`config.mk`:
```
export PLATFORM = sky130hd
export DESIGN_NAME = audio_sample_framer_flat
export DESIGN_NICKNAME = d
export VERILOG_FILES = /design/src/rtl/audio_sample_framer_pkg.sv /design/src/rtl/audio_sample_framer_if.sv /design/src/rtl/audio_sample_fifo.sv /design/src/rtl/audio_sample_framer.sv /design/src/flat_wrapper.sv
export SDC_FILE = /design/constraint.sdc
export NUM_CORES = 1
export LEC_CHECK = 0
export CORE_AREA = 5 5 129 131
export DETAILED_ROUTE_END_ITERATION = 6
export DIE_AREA = 0 0 134 136
export PLACE_DENSITY = 0.79
export SYNTH_ARGS = -nofsm -noshare
export SYNTH_HDL_FRONTEND = slang
export SYNTH_SLANG_ARGS = --single-unit
```
`constraint.sdc`:
```
create_clock -name clk_audio -period 1.8 [get_ports clk_audio]
set_input_delay 0.54 -clock clk_audio [delete_from_list [all_inputs] [get_ports clk_audio]]
set_output_delay 0.54 -clock clk_audio [all_outputs]
set_load 0.005 [all_outputs]
```
`src/rtl/audio_sample_framer_pkg.sv`:
```
// rtl/audio_sample_framer_pkg.sv - shared constants, framed sample type and channel-status table
// Contents:
//   FRAMES_PER_BLOCK  frames per IEC 60958 channel-status block (192)
//   SAMPLE24_W        output sample width (24)
//   framed_sample_t   one FIFO entry: left/right samples plus per-frame metadata
//   cs_bits()         192-bit consumer channel-status block for a sample rate
package audio_framer_pkg;

    localparam int FRAMES_PER_BLOCK = 192;
    localparam int SAMPLE24_W       = 24;

    typedef struct packed {
        logic [SAMPLE24_W-1:0] left;
        logic [SAMPLE24_W-1:0] right;
        logic                  block_start;
        logic                  cs;
        logic [1:0]            parity;
    } framed_sample_t;

    // Bit n of the result is the channel-status bit sent in frame n.
    function automatic logic [FRAMES_PER_BLOCK-1:0] cs_bits(input int sample_rate);
        logic [FRAMES_PER_BLOCK-1:0] bits;
        bits    = '0;
        bits[2] = 1'b1;                 // copying permitted; consumer, linear PCM
        // Sampling-frequency code, bit 24 sent first
        case (sample_rate)
            44100: bits[27:24] = 4'b0000;
            32000: begin
                bits[24] = 1'b1;
                bits[25] = 1'b1;
            end
            default: bits[25] = 1'b1;   // 48 kHz
        endcase
        // Word length field: 24-bit samples
        bits[32] = 1'b1;
        bits[33] = 1'b1;
        bits[35] = 1'b1;
        return bits;
    endfunction

endpackage

```
`src/rtl/audio_sample_framer_if.sv`:
```
// rtl/audio_sample_framer_if.sv - framed sample stream toward the HDMI audio packet assembler
// Signals:
//   out_valid        head of the framer FIFO is valid
//   out_ready        consumer takes the head this cycle
//   out_left/right   24-bit left-justified samples
//   out_block_start  frame 0 of a 192-frame block
//   out_cs           channel-status bit (shared by both channels)
//   out_parity       even parity, [0] left, [1] right
interface audio_sample_framer_if;
    import audio_framer_pkg::*;

    logic                  out_valid;
    logic                  out_ready;
    logic [SAMPLE24_W-1:0] out_left;
    logic [SAMPLE24_W-1:0] out_right;
    logic                  out_block_start;
    logic                  out_cs;
    logic [1:0]            out_parity;

    modport master (
        output out_valid,
        output out_left,
        output out_right,
        output out_block_start,
        output out_cs,
        output out_parity,
        input  out_ready
    );

    modport slave (
        input  out_valid,
        input  out_left,
        input  out_right,
        input  out_block_start,
        input  out_cs,
        input  out_parity,
        output out_ready
    );

endinterface

```
`src/rtl/audio_sample_fifo.sv`:
```
// rtl/audio_sample_fifo.sv - show-ahead FIFO of framed_sample_t with registered storage
// Ports:
//   clk, rst_n    clock, asynchronous active-low reset (clears storage, pointers, count)
//   i_push        write i_push_data at the tail
//   i_push_data   entry to store
//   i_pop         drop the head (caller only pops when non-empty)
//   o_head        current head entry, valid whenever !o_empty
//   o_empty       no entries
//   o_full        DEPTH entries held
module audio_sample_fifo
    import audio_framer_pkg::*;
#(
    parameter int DEPTH = 4
) (
    input  logic           clk,
    input  logic           rst_n,
    input  logic           i_push,
    input  framed_sample_t i_push_data,
    input  logic           i_pop,
    output framed_sample_t o_head,
    output logic           o_empty,
    output logic           o_full
);

    localparam int AW = (DEPTH > 1) ? $clog2(DEPTH) : 1;

    framed_sample_t r_mem [DEPTH];
    logic [AW-1:0]  r_wr_ptr;
    logic [AW-1:0]  r_rd_ptr;
    logic [AW:0]    r_count;

    assign o_empty = (r_count == '0);
    assign o_full  = (r_count == (AW + 1)'(DEPTH));
    assign o_head  = r_mem[r_rd_ptr];

    // Storage is reset so the outputs read as zero straight out of reset.
    // When full, a same-cycle pop and push hit the same slot: the head is
    // read combinationally before the edge overwrites it.
    always_ff @(posedge clk or negedge rst_n) begin
        if (!rst_n) begin
            for (int i = 0; i < DEPTH; i++) begin
                r_mem[i] <= '0;
            end
            r_wr_ptr <= '0;
            r_rd_ptr <= '0;
            r_count  <= '0;
        end else begin
            if (i_push) begin
                r_mem[r_wr_ptr] <= i_push_data;
                r_wr_ptr        <= r_wr_ptr + 1'b1;
            end
            if (i_pop) begin
                r_rd_ptr <= r_rd_ptr + 1'b1;
            end
            case ({i_push, i_pop})
                2'b10:   r_count <= r_count + 1'b1;
                2'b01:   r_count <= r_count - 1'b1;
                default: r_count <= r_count;
            endcase
        end
    end

endmodule

```
`src/rtl/audio_sample_framer.sv`:
```
// rtl/audio_sample_framer.sv - left-justifies stereo PCM, adds IEC 60958 frame metadata, buffers for HDMI
// Optional statistics enabled by defining AUDIO_FRAMER_STATS_EN.
// Ports:
//   clk_audio, reset_n         sample clock, asynchronous active-low reset
//   sample_valid               left/right pair present this cycle
//   level_left, level_right    signed BIT_WIDTH samples
//   out_if (master)            framed sample stream with valid/ready
//   overflow                   one-cycle pulse after a sample is dropped
//   drop_count   (stats only)  saturating count of dropped samples
//   max_level    (stats only)  peak |level_left| of accepted samples, saturating
//   stats_clear  (stats only)  synchronous zero of both statistics
module audio_sample_framer
    import audio_framer_pkg::*;
#(
    parameter int BIT_WIDTH   = 16,
    parameter int SAMPLE_RATE = 48000,
    parameter int DEPTH       = 4
) (
    input  logic                        clk_audio,
    input  logic                        reset_n,
    input  logic                        sample_valid,
    input  logic signed [BIT_WIDTH-1:0] level_left,
    input  logic signed [BIT_WIDTH-1:0] level_right,
    audio_sample_framer_if.master       out_if,
    output logic                        overflow
`ifdef AUDIO_FRAMER_STATS_EN
    ,
    output logic [15:0]                 drop_count,
    output logic [BIT_WIDTH-1:0]        max_level,
    input  logic                        stats_clear
`endif
);

    localparam logic [FRAMES_PER_BLOCK-1:0] CS_BITS = cs_bits(SAMPLE_RATE);
    localparam logic V_BIT = 1'b0;
    localparam logic U_BIT = 1'b0;

    logic [7:0]            r_frame_idx;
    logic                  r_overflow;
    logic [SAMPLE24_W-1:0] w_left24;
    logic [SAMPLE24_W-1:0] w_right24;
    logic                  w_cs;
    framed_sample_t        w_push_data;
    framed_sample_t        w_head;
    logic                  w_empty;
    logic                  w_full;
    logic                  w_push;
    logic                  w_pop;
    logic                  w_drop;

    // A pop frees a slot in the same cycle, so a full FIFO still accepts.
    assign w_pop  = !w_empty && out_if.out_ready;
    assign w_push = sample_valid && (!w_full || w_pop);
    assign w_drop = sample_valid && w_full && !w_pop;

    // Sign-extend to 24 bits then shift: equals {level, zeros} without a
    // zero-width replication when BIT_WIDTH is 24.
    assign w_left24  = SAMPLE24_W'(level_left)  << (SAMPLE24_W - BIT_WIDTH);
    assign w_right24 = SAMPLE24_W'(level_right) << (SAMPLE24_W - BIT_WIDTH);
    assign w_cs      = CS_BITS[r_frame_idx];

    always_comb begin
        w_push_data             = '0;
        w_push_data.left        = w_left24;
        w_push_data.right       = w_right24;
        w_push_data.block_start = (r_frame_idx == 8'd0);
        w_push_data.cs          = w_cs;
        w_push_data.parity[0]   = ^{w_left24,  V_BIT, U_BIT, w_cs};
        w_push_data.parity[1]   = ^{w_right24, V_BIT, U_BIT, w_cs};
    end

    always_ff @(posedge clk_audio or negedge reset_n) begin
        if (!reset_n) begin
            r_frame_idx <= '0;
            r_overflow  <= 1'b0;
        end else begin
            r_overflow <= w_drop;
            if (w_push) begin
                r_frame_idx <= (r_frame_idx == 8'(FRAMES_PER_BLOCK - 1)) ? 8'd0 : r_frame_idx + 8'd1;
            end
        end
    end

    audio_sample_fifo #(
        .DEPTH (DEPTH)
    ) u_fifo (
        .clk         (clk_audio),
        .rst_n       (reset_n),
        .i_push      (w_push),
        .i_push_data (w_push_data),
        .i_pop       (w_pop),
        .o_head      (w_head),
        .o_empty     (w_empty),
        .o_full      (w_full)
    );

    assign out_if.out_valid       = !w_empty;
    assign out_if.out_left        = w_head.left;
    assign out_if.out_right       = w_head.right;
    assign out_if.out_block_start = w_head.block_start;
    assign out_if.out_cs          = w_head.cs;
    assign out_if.out_parity      = w_head.parity;
    assign overflow               = r_overflow;

`ifdef AUDIO_FRAMER_STATS_EN
    localparam logic [BIT_WIDTH-1:0] MAX_MAG = {1'b0, {(BIT_WIDTH - 1){1'b1}}};

    logic [15:0]          r_drop_count;
    logic [BIT_WIDTH-1:0] r_max_level;
    logic [BIT_WIDTH:0]   w_mag;
    logic [BIT_WIDTH-1:0] w_mag_sat;

    // One extra bit so the most negative input has a representable magnitude
    // before it is clipped.
    always_comb begin
        w_mag = '0;
        if (level_left[BIT_WIDTH-1]) begin
            w_mag = (BIT_WIDTH + 1)'(0) - {1'b1, level_left};
        end else begin
            w_mag = {1'b0, level_left};
        end
        w_mag_sat = (w_mag > {1'b0, MAX_MAG}) ? MAX_MAG : w_mag[BIT_WIDTH-1:0];
    end

    always_ff @(posedge clk_audio or negedge reset_n) begin
        if (!reset_n) begin
            r_drop_count <= '0;
            r_max_level  <= '0;
        end else if (stats_clear) begin
            r_drop_count <= '0;
            r_max_level  <= '0;
        end else begin
            if (w_drop && (r_drop_count != 16'hFFFF)) begin
                r_drop_count <= r_drop_count + 16'd1;
            end
            if (w_push && (w_mag_sat > r_max_level)) begin
                r_max_level <= w_mag_sat;
            end
        end
    end

    assign drop_count = r_drop_count;
    assign max_level  = r_max_level;
`endif

endmodule
```
`src/flat_wrapper.sv`:
```
// flat-port wrapper written by rule: the top's interface ports become plain ports
module audio_sample_framer_flat import audio_framer_pkg::*;
#(
    parameter int BIT_WIDTH   = 16,
    parameter int SAMPLE_RATE = 48000,
    parameter int DEPTH       = 4
)
  (clk_audio, reset_n, sample_valid, level_left, level_right, overflow, out_if_out_valid, out_if_out_left, out_if_out_right, out_if_out_block_start, out_if_out_cs, out_if_out_parity, out_if_out_ready);
  audio_sample_framer_if out_if_i ();
  input  logic clk_audio;
  input  logic reset_n;
  input  logic sample_valid;
  input  logic signed [BIT_WIDTH-1:0] level_left;
  input  logic signed [BIT_WIDTH-1:0] level_right;
  output logic overflow;
  output wire logic [$bits(out_if_i.out_valid)-1:0] out_if_out_valid;
  output wire logic [$bits(out_if_i.out_left)-1:0] out_if_out_left;
  output wire logic [$bits(out_if_i.out_right)-1:0] out_if_out_right;
  output wire logic [$bits(out_if_i.out_block_start)-1:0] out_if_out_block_start;
  output wire logic [$bits(out_if_i.out_cs)-1:0] out_if_out_cs;
  output wire logic [$bits(out_if_i.out_parity)-1:0] out_if_out_parity;
  input wire logic [$bits(out_if_i.out_ready)-1:0] out_if_out_ready;
  assign out_if_out_valid = out_if_i.out_valid;
  assign out_if_out_left = out_if_i.out_left;
  assign out_if_out_right = out_if_i.out_right;
  assign out_if_out_block_start = out_if_i.out_block_start;
  assign out_if_out_cs = out_if_i.out_cs;
  assign out_if_out_parity = out_if_i.out_parity;
  assign out_if_i.out_ready = out_if_out_ready;
  audio_sample_framer #(.BIT_WIDTH(BIT_WIDTH), .SAMPLE_RATE(SAMPLE_RATE), .DEPTH(DEPTH)) u_core (.clk_audio(clk_audio), .reset_n(reset_n), .sample_valid(sample_valid), .level_left(level_left), .level_right(level_right), .out_if(out_if_i), .overflow(overflow));
endmodule
```
==> results_dict.tcl <==
set metrics [dict create \
    cts_tree "built" \
    layout-drive-gt1-share_pct 59.46 \
    cap_violations 0 \
    numPortBuffers 73 \
    synth_area_leaders "dfrtp_1, mux2_2, mux4_2" \
    violations "setup timing" \
    fillers 872 \
    cts_buffers 17 \
    rsz0062_at_grt "true" \
    dp.cells 820 \
    rows 46 \
    drt-wirelength-per-cell_um 25.25 \
    crit_path_start_kind "flip-flop" \
    fmax_ghz 0.4176 \
    vdd_drop_max_mv 0.9378 \
    critical_path_class "reg -> out" \
    cp_data_required_time_ps 1260 \
    skew_ps 10.38 \
    critical-path-top-delay-family "buffers and inverters" \
    drv_slew 0 \
    leakagePower_nw 5.640 \
    ff_latch_area_um2 4008 \
    grt_pass1_wl_um 34470 \
    crit_path_end_kind "primary output" \
    hold_class "in -> async" \
    area_delta_synth_final_pct 47.79 \
    yosysSeqAreaShare_pct 52.66 \
    rr_startpoint "u_core.u_fifo.r_count[0]" \
    layout.cells.non_filler 900 \
    p_int_w 0.01464 \
    grt_overflow 0 \
    min_period_ps 2395 \
    cp_max_fo 4 \
    power_density_nw_per_um2 1921 \
    timing.critical_path.mode_cell "buf_12" \
    cts-hold-fix-buffers 0 \
    path_clk_slew_ps 70 \
    clk_latency_ps 430 \
    finalCritPeriodShare_pct 133.0 \
    wirelength_um 22730 \
    die_x_um 134 \
    globalRouteTotalUtil_pct 25.24 \
    clockBufferDepth 2 \
    worst_slack_ps -594.5 \
    cts_sinks 160 \
    dr.first_iter.drc_count 308 \
    antenna_found_initial 0 \
    tns_ps -33610 \
    ys.flop_type "dfrtp_1" \
    cp_slowest_cell "dfrtp_2" \
    ff2ff_path_depth 7 \
    syn_avg_cell_area_um2 14.88 \
    diodes 0 \
    drtAntennaViolNets 0 \
    drt_first_pass_iters 5 \
    status "finished with violations" \
    setup_viol 180 \
    multi_input_area_um2 4131 \
    ys_ff_latch 160 \
    crit_buf_inv 4 \
    drc 0 \
    grt_max_degree 45 \
    io_pins 90 \
    die_h_um 136 \
    clock_power_share_pct 16.7 \
    hpwl_um 11040 \
    syn_area_um2 7604 \
    async_flop_share_pct 100.0 \
    synth_edf_count 0 \
    via_per_inst 5.771 \
    initial_core_util_pct 49.11 \
    grt_pass1_vias 5942 \
    gp_congestion 0.7548 \
    r2r-end "u_core.u_fifo.r_mem[193]" \
    yosys.area.top_type "dfrtp_1" \
    yosysUniqueCellTypes 38 \
    slowest_delay_ps 440 \
    vias 5194 \
    syn-instance-count 511 \
    die_area_um2 18220 \
    core-area_um2 15480 \
    combPwrFrac_pct 52.4 \
    root_buffer "clkbuf_16" \
    htree_levels 4 \
    power_frac_seq_pct 30.9 \
    cp.arrival_ps 1850 \
    synth.top_cell.area_share_pct 52.66 \
    regToRegSetupSlack_ps -180 \
    final-hold-violation-count 0 \
    yosysWarnings 0 \
    p_switching_w 0.006951 \
    swShare_pct 32.20 \
    fin_nets 743 \
    cp_cell_sequence "buf_12 -> buf_12 -> buf_12 -> mux4_2 -> buf_6" \
]
[layout make-up]
type                       instances  area share [%]
multi-input combinational        314           36.77
sequential                       160           35.66
timing repair buffer             197           20.09
clock buffer                      20           4.064
tap                              192           2.138
clock inverter                    10           1.002
inverter                           7          0.2784
[layer usage]
metal | share of wire, % | wire [um] | GRT usage [%] | up-vias
met2 | 54 | 12200 | 46.18 | 214
met4 | 3.3 | 753 | 9.200 | 0
li1 | - | - | - | 2195
met1 | 38 | 8662 | 28.81 | 2729
met5 | 0 | 0 | 0 | -
met3 | 4.9 | 1109 | 6.070 | 56
[synth_stat cells, drive strengths merged, types with 2 or more instances]
cell    count
xor2        8
dfrtp     160
nor3        4
mux2      136
clkbuf      6
nor2        9
ha          9
xnor3       2
nand3       5
buf        39
nand4       4
nand2      20
o21ai      13
and3        4
inv         7
a21oi       2
o31ai       2
mux4       36
xnor2      29
nand2b      2
[cells in the final DEF, fill, tap and decap left out, types with 16 or more instances in the layout]
master | netlist | layout
mux2_4 | 0 | 131
buf_6 | 8 | 31
dfrtp_1 | 160 | 157
mux4_2 | 36 | 36
xnor2_2 | 2 | 18
clkbuf_16 | 0 | 18
dlymetal6s2s_1 | 0 | 21
conb_1 | 1 | 16
buf_4 | 20 | 60
buf_12 | 0 | 31
buf_2 | 8 | 22
[worst max-delay path by stage]
| stage | from | endpoint | slack (ps) | depth (start not counted) |
|---|---|---|---|---|
| floorplan | u_core.r_frame_idx[0] | u_core.u_fifo.r_mem[157] | -4 | 7 |
| global placement | level_left[13] | u_core.u_fifo.r_mem[52] | -610 | 6 |
| detailed placement | level_right[12] | u_core.u_fifo.r_mem[53] | -660 | 6 |
| CTS | u_core.u_fifo.r_rd_ptr[0] | out_if_out_cs | -630 | 5 |
| global route | u_core.u_fifo.r_rd_ptr[0] | out_if_out_left[16] | -630 | 5 |
| finish | u_core.u_fifo.r_rd_ptr[0] | out_if_out_left[16] | -590 | 5 |
[flip-flops by register name (all words and copies together), names as in the netlist]
signal                  count
u_core.u_fifo.r_count       3
u_core.r_frame_idx          8
u_core.overflow             1
u_core.u_fifo.r_mem       144
u_core.u_fifo.r_rd_ptr      2
u_core.u_fifo.r_wr_ptr      2
[metrics by stage]
step           hold WS (ps)  setup slack [ps]  util [%]  cell area [um^2]  power (W)
2_1_floorplan         244.4            -4.266         -              7711    0.01111
3_3_place_gp          456.7            -612.3     58.69              9086    0.01430
3_5_place_dp          474.9            -658.5     58.69              9086    0.01478
4_1_cts               45.05            -631.6     71.23             11030    0.02080
5_1_grt               61.71            -634.0     72.58             11240    0.02254
6_report              36.68            -594.5     72.58             11240    0.02159
[worst register-to-register path, delay by kind of cell (launching register included)]
kind / cells / cell delay, ps
AO/OA/AOI/OAI: 1 / 310
buffers and inverters: 3 / 450
flip-flops: 1 / 390
multiplexers: 1 / 300
AND/OR/NAND/NOR: 2 / 410
[power groups by stage]
stage	Sequential, W	Clock (W)	Combinational, W
finish	0.00668	0.00360	0.0113
detailed placement	0.00641	0	0.00837
global placement	0.00620	0	0.00810
global route	0.00685	0.00379	0.0119
floorplan	0.00602	0	0.00508
CTS	0.00646	0.00355	0.0108
[timing repair]
action | in CTS | in global routing
setup endpoints to repair | 175 | 189
pin swaps | 18 | 30
cloned | 15 | 1
resized for setup | 339 | 121
setup buffers | 37 | 13
[kinds of logic after synthesis]
group                    share of synthesized area, %
multiplexers                                    30.94
AO/OA/AOI/OAI                                   1.761
buffers and inverters                           4.476
adder cells (fa/ha/maj)                         1.744
AND/OR/NAND/NOR                                 3.324
XOR/XNOR                                        5.052
flip-flops                                      52.66
other                                         0.04932
No activity file was read; power rests on OpenSTA's default activity.
